[config.mk]
export PLATFORM = sky130hd
export DESIGN_NAME = encoder_sys
export DESIGN_NICKNAME = d
export VERILOG_FILES = /design/src/rtl/encoder_sys.sv
export SDC_FILE = /design/constraint.sdc
export NUM_CORES = 1
export LEC_CHECK = 0
export ABC_CLOCK_PERIOD_IN_PS = 1690
export CAP_MARGIN = 10
export CORE_MARGIN = 10
export CORE_UTILIZATION = 36
export CTS_CLUSTER_SIZE = 16
export DETAILED_ROUTE_END_ITERATION = 10
export DONT_BUFFER_PORTS = 1
export SYNTH_ARGS = -nofsm -noshare
export SYNTH_HDL_FRONTEND = slang
export SYNTH_SLANG_ARGS = --single-unit
[constraint.sdc]
create_clock -name clk -period 1.69 [get_ports clk]
set_clock_uncertainty 0.05 [all_clocks]
set_input_delay 0.0845 -clock clk [delete_from_list [all_inputs] [get_ports clk]]
set_output_delay 0.0845 -clock clk [all_outputs]
set_load 0.005 [all_outputs]
[src/rtl/encoder_sys.sv]
// Rate-1/2 K=3 convolutional encoder (G0=111, G1=101), one payload word per frame; `ENCODER_TAIL_EN adds a 2-symbol zero tail.
// First symbol valid 1 cycle after acceptance; symbols hold while out_ready=0; in_ready only in IDLE.
module encoder_sys #(
  parameter int DATA_W = 16
) (
  input  logic              clk,
  input  logic              rst_n,
  input  logic [DATA_W-1:0] data_in,
  input  logic              in_valid,
  output logic              in_ready,
  output logic [1:0]        encoded_bits,
  output logic              out_valid,
  input  logic              out_ready,
  output logic              frame_last,
  output logic              busy
);

  localparam int CW = $clog2(DATA_W + 2);
  localparam logic [CW-1:0] LAST_DATA = CW'(DATA_W - 1);
`ifdef ENCODER_TAIL_EN
  localparam logic [CW-1:0] LAST_TAIL = CW'(DATA_W + 1);
`endif

  typedef enum logic [1:0] {
    IDLE = 2'd0,
    DATA = 2'd1,
    TAIL = 2'd2
  } state_e;

  state_e            state_q, state_d;
  logic [DATA_W-1:0] sr_q, sr_d;
  logic              s1_q, s1_d;
  logic              s2_q, s2_d;
  logic [CW-1:0]     cnt_q, cnt_d;
  logic              init_q, init_d;

  logic cur_u;
  logic sym_vld;
  logic accept;
  logic consume;
  logic last_data;

  // Tail symbols encode u=0; the shift register is only meaningful in DATA.
  assign cur_u     = (state_q == DATA) ? sr_q[DATA_W-1] : 1'b0;
  assign sym_vld   = (state_q != IDLE);
  assign accept    = in_valid && in_ready;
  assign consume   = sym_vld && out_ready;
  assign last_data = (cnt_q == LAST_DATA);

  always_ff @(posedge clk or negedge rst_n) begin
    if (!rst_n) begin
      state_q <= IDLE;
      sr_q    <= '0;
      s1_q    <= 1'b0;
      s2_q    <= 1'b0;
      cnt_q   <= '0;
      init_q  <= 1'b0;
    end else begin
      state_q <= state_d;
      sr_q    <= sr_d;
      s1_q    <= s1_d;
      s2_q    <= s2_d;
      cnt_q   <= cnt_d;
      init_q  <= init_d;
    end
  end

  always_comb begin
    state_d = state_q;
    case (state_q)
      IDLE: begin
        if (accept) state_d = DATA;
      end
      DATA: begin
        if (consume && last_data) begin
`ifdef ENCODER_TAIL_EN
          state_d = TAIL;
`else
          state_d = IDLE;
`endif
        end
      end
      TAIL: begin
`ifdef ENCODER_TAIL_EN
        if (consume && (cnt_q == LAST_TAIL)) state_d = IDLE;
`else
        state_d = IDLE;
`endif
      end
      default: state_d = IDLE;
    endcase
  end

  // Encoder memory (s1/s2) is untouched on load so it carries across frames
  // in continuous mode; with the tail enabled it is already zero here.
  always_comb begin
    init_d = 1'b1;
    sr_d   = sr_q;
    s1_d   = s1_q;
    s2_d   = s2_q;
    cnt_d  = cnt_q;
    if (accept) begin
      sr_d  = data_in;
      cnt_d = '0;
    end else if (consume) begin
      s2_d  = s1_q;
      s1_d  = cur_u;
      sr_d  = {sr_q[DATA_W-2:0], 1'b0};
      cnt_d = cnt_q + CW'(1);
    end
  end

  always_comb begin
    in_ready     = init_q && (state_q == IDLE);
    out_valid    = sym_vld;
    busy         = sym_vld;
    encoded_bits = sym_vld ? {cur_u ^ s1_q ^ s2_q, cur_u ^ s2_q} : 2'b00;
`ifdef ENCODER_TAIL_EN
    frame_last   = (state_q == TAIL) && (cnt_q == LAST_TAIL);
`else
    frame_last   = (state_q == DATA) && last_data;
`endif
  end

endmodule
==> results.py <==
metrics = {
    "drt": {
        "drcViolationCount": 0,
        "post_drt_wl_per_cell_um": 16.7,
        "avgViaCountPerCell": 5.45,
        "routed_wl_um": 2680,
        "ant_nets": 0,
        "drt-initial-drc-count": 47,
        "vias": 878,
        "dr.pass1.iters": 4,
    },
    "setup_path": {
        "crit_path_top_delay_cell": "dfrtp_1",
        "setup.worst_path.start_class": "flip-flop",
        "cp-end-kind": "output port",
        "cp.required_ns": 1.56,
        "slowest_delay_ns": 0.42,
        "cpMostUsedCell": "ha_2",
        "cp_cell_sequence": "ha_2 > and3_1 > ha_2 > and2_1",
        "worst-endpoint-arrival_ns": 1.44,
        "path_class": "flip-flop to output port",
        "critPathBufInv": 0,
        "crit_family": "flip-flops",
        "worstPathMaxFanout": 3,
    },
    "clock_tree": {
        "cts.reportedPaths.clkPinSlew_ns": 0.12,
        "root_buffer": "clkbuf_4",
        "cts_tree": "built",
        "cts_buffer_depth": 2,
        "clock_latency_ns": 0.32,
        "htreeDepth": 1,
        "numCtsBuffers": 3,
        "cts.sinks": 25,
    },
    "place": {
        "post-place-ws_ns": 0.167,
        "gp_congestion": 0.681,
        "port_buffers": 0,
        "dp_hpwl_um": 1800,
    },
    "timing": {
        "setup_viol": 0,
        "finalHoldViolations": 0,
        "fin_ws_ns": 0.115,
        "worst_pin_slew_ns": 1.10,
        "rsz0062_at_grt": "false",
        "fin_crit_sh_pct": 93.2,
        "fin_tns_setup_ns": 0,
        "final-max-slew-violation-count": 0,
        "period_needed_ns": 1.57,
        "max_clock_freq_mhz": 635,
        "timing.slew.headroom_pct": 26.4,
    },
    "floorplanning": {
        "fp-row-count": 20,
        "io_pins": 26,
        "die_area_um2": 5900,
        "die_w_um": 76.8,
        "start_util_pct": 37.7,
        "die_h_um": 76.8,
        "core-area_um2": 3080,
    },
    "synthesis": {
        "avgSynthCellArea_um2": 11.7,
        "yosys_most_used_dff": "dfrtp_1",
        "async_flop_share_pct": 100,
        "synth_top_area_share_pct": 53.9,
        "synth_edf_count": 0,
        "synth_cell_types": 24,
        "synth_area_leaders": "dfrtp_1 (54%), a221o_1 (13%), and3_1 (8.6%)",
        "syn_nets": 121,
        "synth_top_area_cell": "dfrtp_1",
        "yosysMostFrequentCell": "dfrtp_1",
        "syn_area_um2": 1160,
        "netlist_top_cells_count": "dfrtp_1 (25), and3_1 (16), a221o_1 (15)",
        "yosysSeqAreaShare_pct": 53.9,
        "yosysWarnings": 0,
        "synthCells": 99,
        "ys_ff_latch": 25,
    },
    "run_status": {
        "run_status": "complete, no violations",
    },
    "layout": {
        "drive_gt1_share_pct": 11.1,
        "diodes": 0,
        "syn2layout_area_growth_pct": 20.6,
        "nFillCells": 289,
        "final_nets": 140,
    },
    "worst_hold_path": {
        "min_path_type": "input pin to flip-flop",
    },
    "global_routing": {
        "grt_overflow_total": 0,
        "grt_max_degree": 26,
        "grt_pass1_wl_um": 4600,
        "track_usage_pct": 9.19,
        "grt_pass1_vias": 887,
        "antenna_found_initial": 0,
    },
    "power_and_ir_drop": {
        "peakVddDrop_mv": 0.549,
        "power.leakage_nw": 0.680,
        "p_per_area_nw_per_um2": 1330,
    },
    "flow_run": {
        "drv_cap": 0,
    },
}
==> registers in the layout (all words and copies together), names as in the netlist <==
name     count
sr_q        16
cnt_q        5
state_q      1
s1_q         1
s2_q         1
init_q       1
==> path summary, 6_finish.rpt <==
| check | from | cells past startpoint | endpoint | slack (ns) |
|---|---|---|---|---|
| hold reg to reg | cnt_q[3] | 1 | cnt_q[3] | 0.44 |
| min in group asynchronous | rst_n | 1 | sr_q[1] | 0.36 |
| setup reg to reg | state_q[0] | 3 | sr_q[2] | 0.15 |
| setup / recovery | cnt_q[0] | 4 | frame_last | 0.12 |
| max in group asynchronous | rst_n | 1 | cnt_q[3] | 0.56 |
| hold / removal | out_ready | 2 | sr_q[2] | 0.04 |
==> report_power, final <==
part / switching, mW / internal [mW]
sequential: 0.149 / 0.822
clock: 0.172 / 0.0921
combinational: 0.283 / 0.350
==> routing by layer <==
metal / vias up / GRT usage, % / part of all wire (%)
li1: 407 / - / -
met1: 441 / 11.9 / 44
met2: 28 / 14.5 / 50
met3: 2 / 2.10 / 5.2
met4: 0 / 3.35 / 0.71
met5: - / 0 / 0
==> cells in the final DEF (no fill, tap or decap), types with 4 or more instances in the layout <==
cell type | Yosys | routed
dlygate4sd3_1 | 0 | 18
buf_4 | 2 | 5
nand3_1 | 6 | 6
nand2_1 | 4 | 4
and3_1 | 16 | 16
a221o_1 | 15 | 15
dfrtp_1 | 25 | 25
==> kinds of logic (layout without fill, tap and decap cells) <==
logic type      after synthesis  in the layout  share of synthesized area [%]
flops                        25             25                           53.9
mux                           2              2                           1.94
buf+inv                      10             28                           5.93
fa+ha+maj                     2              2                           2.15
compound gates               22             22                           16.8
other cells                   1              1                          0.323
simple gates                 34             34                           16.7
xor+xnor                      3              3                           2.26
==> through the flow <==
step                hold slack, ns  power (mW)  cell area (µm²)  instances  utilization (%)
floorplan                   -0.261        1.43             1160         99                -
global placement            -0.260        1.51             1180        138             38.4
detailed placement          -0.260        1.55             1180        138             38.4
CTS                         0.0114        1.86             1390        160             45.1
global route                0.0553        2.00             1400        161             45.5
finish                      0.0400        1.87             1400        161             45.5
==> repair_timing <==
item                       4_1_cts  5_1_grt
hold endpoints to repair        44        0
hold buffers                    18        0
setup buffers                    0        1
resized for setup                0        2
setup endpoints to repair        0        1
==> final cells by class <==
type                            count  area [µm²]  area share, %
Inverter                            1        3.75          0.268
Sequential cell                    25         626           44.7
Clock buffer                        4        26.3           1.88
Multi-Input combinational cell     64         472           33.7
Timing Repair Buffer               23         218           15.5
Tap cell                           44        55.1           3.93
(Power assumes the default switching activity.)
